## config.mk

```make
export PLATFORM = sky130hd
export DESIGN_NAME = deserializer_buf
export DESIGN_NICKNAME = d
export VERILOG_FILES = /design/src/rtl/deser_pkg.sv /design/src/rtl/word_fifo.sv /design/src/rtl/deserializer_buf.sv
export SDC_FILE = /design/constraint.sdc
export NUM_CORES = 1
export LEC_CHECK = 0
export BUFFER_PORTS_ARGS = -buffer_cell sky130_fd_sc_hd__buf_2
export CORE_UTILIZATION = 29
export CTS_CLUSTER_DIAMETER = 60
export DETAILED_ROUTE_END_ITERATION = 16
export GPL_TIMING_DRIVEN = 0
export PLACE_DENSITY_LB_ADDON = 0.15
export SYNTH_ARGS = -nofsm -noshare
export SYNTH_HDL_FRONTEND = slang
export SYNTH_SLANG_ARGS = --single-unit
```

## constraint.sdc

```tcl
create_clock -name clock_100KHZ -period 3 [get_ports clock_100KHZ]
set_input_delay 0.15 -clock clock_100KHZ [delete_from_list [all_inputs] [get_ports clock_100KHZ]]
set_output_delay 0.15 -clock clock_100KHZ [all_outputs]
set_load 0.05 [all_outputs]
```

## src/rtl/deser_pkg.sv

```systemverilog
// Shared types and default sizing for the buffered deserializer.
package deser_pkg;

    // Control states of the deserializer front end.
    typedef enum logic [1:0] {
        INIT    = 2'd0,
        RECEIVE = 2'd1,
        FULL    = 2'd2
    } deser_state_t;

    localparam int DESER_WIDTH = 8;
    localparam int DESER_DEPTH = 2;

endpackage

```

## src/rtl/word_fifo.sv

```systemverilog
// Small synchronous word FIFO. Pointers carry one extra wrap bit so a full
// buffer and an empty buffer are told apart without a separate counter.
module word_fifo #(
    parameter int WIDTH = 8,
    parameter int DEPTH = 2
) (
    input  logic                       clk,
    input  logic                       rst_n,
    input  logic                       push,
    input  logic                       pop,
    input  logic [WIDTH-1:0]           wdata,
    output logic [WIDTH-1:0]           rdata,
    output logic                       empty,
    output logic                       full,
    output logic [$clog2(DEPTH):0]     count
);

    localparam int AW = $clog2(DEPTH);

    logic [WIDTH-1:0] mem_q [DEPTH];
    logic [AW:0]      wr_ptr_q;
    logic [AW:0]      rd_ptr_q;

    assign empty = (wr_ptr_q == rd_ptr_q);
    assign full  = (wr_ptr_q[AW] != rd_ptr_q[AW]) &&
                   (wr_ptr_q[AW-1:0] == rd_ptr_q[AW-1:0]);
    assign count = wr_ptr_q - rd_ptr_q;

    // An empty buffer presents zero rather than stale storage contents.
    assign rdata = empty ? '0 : mem_q[rd_ptr_q[AW-1:0]];

    // Pointer update; a push into a full buffer or a pop from an empty one is ignored.
    always_ff @(posedge clk or negedge rst_n) begin
        if (!rst_n) begin
            wr_ptr_q <= '0;
            rd_ptr_q <= '0;
        end else begin
            if (push && !full) wr_ptr_q <= wr_ptr_q + (AW+1)'(1);
            if (pop && !empty) rd_ptr_q <= rd_ptr_q + (AW+1)'(1);
        end
    end

    // Word storage; contents are only visible through rdata when not empty.
    always_ff @(posedge clk) begin
        if (push && !full) mem_q[wr_ptr_q[AW-1:0]] <= wdata;
    end

endmodule

```

## src/rtl/deserializer_buf.sv

```systemverilog
// Serial-to-parallel converter with a DEPTH-word output buffer.
// Handshake: a bit is taken on a rising edge when write_in=1 and status_out=1;
// the head word is consumed on a rising edge when ack_in=1 and data_ready=1.
module deserializer_buf
    import deser_pkg::*;
#(
    parameter int WIDTH     = DESER_WIDTH,
    parameter int DEPTH     = DESER_DEPTH,
    parameter bit MSB_FIRST = 1'b1
) (
    input  logic                       clock_100KHZ,
    input  logic                       reset,
    input  logic                       data_in,
    input  logic                       write_in,
    input  logic                       ack_in,
    input  logic                       clear_in,
    output logic                       status_out,
    output logic [WIDTH-1:0]           data_out,
    output logic                       data_ready,
    output logic [$clog2(WIDTH)-1:0]   bit_count_out,
    output logic                       overrun_out
);

    localparam int BW = $clog2(WIDTH);
    localparam int CW = $clog2(DEPTH) + 1;

    deser_state_t   state_q, state_d;
    logic [WIDTH-1:0] shift_q, shift_d, word_d;
    logic [BW-1:0]  bit_cnt_q, bit_cnt_d;
    logic           overrun_q, overrun_d;
    logic           accept, push, pop;
    logic           fifo_empty, fifo_full;
    logic [CW-1:0]  fifo_count, count_d;

    // status_out is a pure decode of the registered state.
    assign status_out    = (state_q == RECEIVE);
    assign accept        = write_in && status_out && !clear_in;
    assign push          = accept && (bit_cnt_q == BW'(WIDTH-1)) && !fifo_full;
    assign pop           = ack_in && !fifo_empty;
    assign data_ready    = !fifo_empty;
    assign bit_count_out = bit_cnt_q;
    assign overrun_out   = overrun_q;

    // Shifter value with the incoming bit inserted, in the configured bit order.
    always_comb begin
        word_d = MSB_FIRST ? {shift_q[WIDTH-2:0], data_in}
                           : {data_in, shift_q[WIDTH-1:1]};
    end

    // Partial-word datapath: clear wins over a write; the final bit empties the shifter.
    always_comb begin
        shift_d   = shift_q;
        bit_cnt_d = bit_cnt_q;
        overrun_d = overrun_q | (write_in && !status_out);
        if (clear_in) begin
            shift_d   = '0;
            bit_cnt_d = '0;
            overrun_d = 1'b0;
        end else if (accept) begin
            if (push) begin
                shift_d   = '0;
                bit_cnt_d = '0;
            end else begin
                shift_d   = word_d;
                bit_cnt_d = bit_cnt_q + BW'(1);
            end
        end
    end

    // Next state from the buffer occupancy that this edge will leave behind.
    always_comb begin
        count_d = fifo_count + CW'(push) - CW'(pop);
        state_d = state_q;
        case (state_q)
            INIT:    state_d = RECEIVE;
            RECEIVE: if (count_d == CW'(DEPTH)) state_d = FULL;
            FULL:    if (pop) state_d = RECEIVE;
            default: state_d = INIT;
        endcase
    end

    // State, shifter, bit counter and sticky overrun registers.
    always_ff @(posedge clock_100KHZ or negedge reset) begin
        if (!reset) begin
            state_q   <= INIT;
            shift_q   <= '0;
            bit_cnt_q <= '0;
            overrun_q <= 1'b0;
        end else begin
            state_q   <= state_d;
            shift_q   <= shift_d;
            bit_cnt_q <= bit_cnt_d;
            overrun_q <= overrun_d;
        end
    end

    word_fifo #(
        .WIDTH (WIDTH),
        .DEPTH (DEPTH)
    ) u_word_fifo (
        .clk   (clock_100KHZ),
        .rst_n (reset),
        .push  (push),
        .pop   (pop),
        .wdata (word_d),
        .rdata (data_out),
        .empty (fifo_empty),
        .full  (fifo_full),
        .count (fifo_count)
    );

endmodule

```

==> results_dict.tcl <==
set metrics [dict create \
    outcome "finished clean" \
    cts_inserted_buffers 5 \
    vias 875 \
    drive_above_1_share_pct 27.91 \
    dp_cells 187 \
    num_io_pins 20 \
    cp_max_fo 10 \
    cts_resized 0 \
    avgSynthCellArea_um2 14.36 \
    synth_seq_cells 33 \
    cts.sinks 33 \
    grt_pass1_wl_um 4326 \
    period_minus_slack_ns 2.456 \
    fin_crit_sh_pct 81.86 \
    cp_cell_sequence "buf_6, xnor2_1, a21oi_1, fa_1, inv_1, ha_1, xor2_1, xnor2_1, a32oi_1" \
    overflow 0 \
    worst_pin_slew_ns 0.7216 \
    grt_max_degree 18 \
    cts-root-buf "clkbuf_8" \
    synthesis.instances 101 \
    max_slew_margin_pct 51.72 \
    place_worst_setup_slack_ns 0.5532 \
    endpoint_kind "register" \
    core_mm2 0.004755 \
    clock.fmax_ghz 0.4072 \
    fin_ws_ns 0.5441 \
    power_per_cell_area_mw_per_mm2 973.4 \
    clk_latency_ns 0.28 \
    ys_seq_area_share_pct 62.47 \
    p_sw_uw 719.2 \
    hold_viol_final 0 \
    required_ns 3.16 \
    avgViaCountPerCell 4.464 \
    ir_drop_v 0.0004999 \
    synth_warnings 0 \
    hold_class "input pin to register" \
    dpl.hpwl_um 1787 \
    synthesis.nets 111 \
    slowest_stage "fa_1" \
    p_comb_share_pct 43.7 \
    cp_common_cell "xnor2_1" \
    antennaDiodeCount 0 \
    postCtsSetupBuffers 0 \
    pwr-share-seq_pct 32.8 \
    setup_viol 0 \
    fp-row-count 25 \
    worstPathArrival_ns 2.61 \
    slew_violations 0 \
    io_buffer_count 19 \
    tns_ns 0 \
    skew_ns 0.006717 \
    cts_hold_buf 1 \
    critPathTopFamily "adder cells" \
    clockBufferDepth 2 \
    drt_pass1_iterations 4 \
    cts_max_level 2 \
    sw_frac_of_total_pct 42.33 \
    stdcell_count 196 \
    pwr-share-clk_pct 23.6 \
    syn2layout_area_growth_pct 20.36 \
    gp_congestion 0.6970 \
    grtUsageTotal_pct 11.48 \
    fp.dieH_um 72.72 \
    yosysUniqueCellTypes 29 \
    drt-wirelength-per-cell_um 13.10 \
    rsz0062_at_grt "false" \
    wirelength_um 2567 \
    nets 138 \
    p_int_uw 979.7 \
    die-width_um 72.72 \
    drc 0 \
    initial_core_util_pct 30.50 \
    cts_tree "yes" \
    antenna_found_initial 0 \
    die_area_mm2 0.005287 \
    cts.reportedPaths.clkPinSlew_ns 0.07 \
    hold_ws_ns 0.05399 \
    max-cap-violations 0 \
    antenna_left 0 \
    crit_type "register to register" \
    cp_slowest_stage_delay_ns 0.52 \
    fin_total_pwr_uw 1699 \
    cp-start-kind "register" \
    leakage_uw 0.0007595 \
    grt_pass1_vias 881 \
    cp_num_buf_inv 2 \
    netlist_area_mm2 0.001450 \
    drtIter0Drc 46 \
]
==> power by group through the flow <==
stage / Clock (µW) / Sequential (µW) / Combinational, µW
2_1_floorplan: 0 / 590 / 566
3_3_place_gp: 0 / 564 / 738
5_1_grt: 430 / 563 / 800
6_report: 401 / 556 / 742
3_5_place_dp: 0 / 567 / 748
4_1_cts: 415 / 558 / 751
==> cell usage in the layout, fill, tap and decap left out, drive strengths merged <==
| cell type | n |
|---|---|
| a211o | 1 |
| mux2i | 8 |
| nor2b | 1 |
| a22o | 2 |
| a21oi | 3 |
| o2111ai | 1 |
| and4bb | 1 |
| buf | 23 |
| and2 | 1 |
| inv | 7 |
| a32o | 8 |
| ha | 3 |
| o21ai | 1 |
| nor3b | 1 |
| o211ai | 1 |
| nand2b | 2 |
| o2bb2ai | 1 |
| dlygate4sd3 | 1 |
| bufinv | 1 |
| clkinv | 1 |
| fa | 1 |
| a211oi | 1 |
| xnor2 | 6 |
| dfrtp | 17 |
| a32oi | 1 |
| nor2 | 10 |
| clkbuf | 6 |
| xor2 | 3 |
| edfxtp | 16 |
==> path summary, 6_finish.rpt <==
check / startpoint / end / slack (ns) / cells past startpoint
worst max register to register: u_word_fifo.rd_ptr_q[0]$_DFFE_PN0P_ / state_q[0]$_DFFE_PN0P_ / 0.54 / 9
max in group asynchronous: reset / shift_q[3]$_DFFE_PN0P_ / 2.40 / 2
worst min register to register: shift_q[6]$_DFFE_PN0P_ / u_word_fifo.mem_q[0][7]$_DFFE_PP_ / 0.48 / 0
min in group asynchronous: reset / state_q[1]$_DFFE_PN0P_ / 0.32 / 2
worst min-delay path: clear_in / overrun_out$_DFF_PN0_ / 0.05 / 2
worst max-delay path: u_word_fifo.rd_ptr_q[0]$_DFFE_PN0P_ / state_q[0]$_DFFE_PN0P_ / 0.54 / 9
==> metal layers <==
layer / up-vias / part of all wire [%] / routed length (µm) / track usage, %
met1: 416 / 45 / 1144 / 14.39
met4: 0 / 2.2 / 56 / 5.882
li1: 428 / - / - / -
met5: - / 0 / 0 / 0
met3: 5 / 5.5 / 141 / 3.729
met2: 26 / 48 / 1225 / 17.76
==> area by class of cell <==
class                      count  area [µm²]
inverter                       7       26.28
buffer                         4       28.78
multi-input combinational     57       489.2
clock buffer                   6       72.57
sequential                    33       905.9
clock inverter                 2       33.78
fill                         478        3009
tap                           67       83.83
timing repair buffer          20       105.1
==> flip-flops by register name (all words and copies together), names as in the netlist <==
| signal | flops |
|---|---|
| state_q | 2 |
| u_word_fifo.rd_ptr_q | 2 |
| bit_count_out | 3 |
| u_word_fifo.mem_q | 16 |
| overrun_out | 1 |
| shift_q | 7 |
| u_word_fifo.wr_ptr_q | 2 |
==> metrics by stage <==
| stage | instance area [µm²] | util (%) |
|---|---|---|
| finish | 1745 | 36.71 |
| floorplan | 1450 | - |
| global placement | 1629 | 34.26 |
| CTS | 1745 | 36.71 |
| detailed placement | 1629 | 34.26 |
| global route | 1745 | 36.71 |
==> kinds of logic after synthesis <==
kind of cell | Yosys count | share of synthesized area [%]
fa+ha+maj | 4 | 3.969
compound gates | 20 | 12.51
buf+inv | 11 | 3.797
flops | 33 | 62.47
simple gates | 16 | 5.782
mux | 8 | 5.522
xor+xnor | 9 | 5.954
==> synth_stat cells <==
master	count	area (µm²)
dfrtp_1	17	425.4
edfxtp_1	16	480.5
nor2_1	10	37.54
a32o_1	8	80.08
mux2i_1	8	80.08
inv_1	7	26.28
xnor2_1	5	43.79
ha_1	3	37.54
xor2_1	3	26.28
a21oi_1	2	10.01
a22o_1	2	17.52
buf_2	2	10.01
nand2b_1	2	12.51
a211o_2	1	10.01
a211oi_1	1	7.510
a21oi_2	1	8.760
a32oi_1	1	8.760
and2_2	1	7.510
and4bb_2	1	12.51
buf_4	1	7.510
buf_6	1	11.26
fa_1	1	20.02
nor2b_1	1	6.260
nor3b_1	1	7.510
o2111ai_1	1	8.760
o211ai_2	1	12.51
o21ai_2	1	8.760
o2bb2ai_1	1	8.760
xnor2_2	1	16.27
No activity file was read; power rests on OpenSTA's default activity.
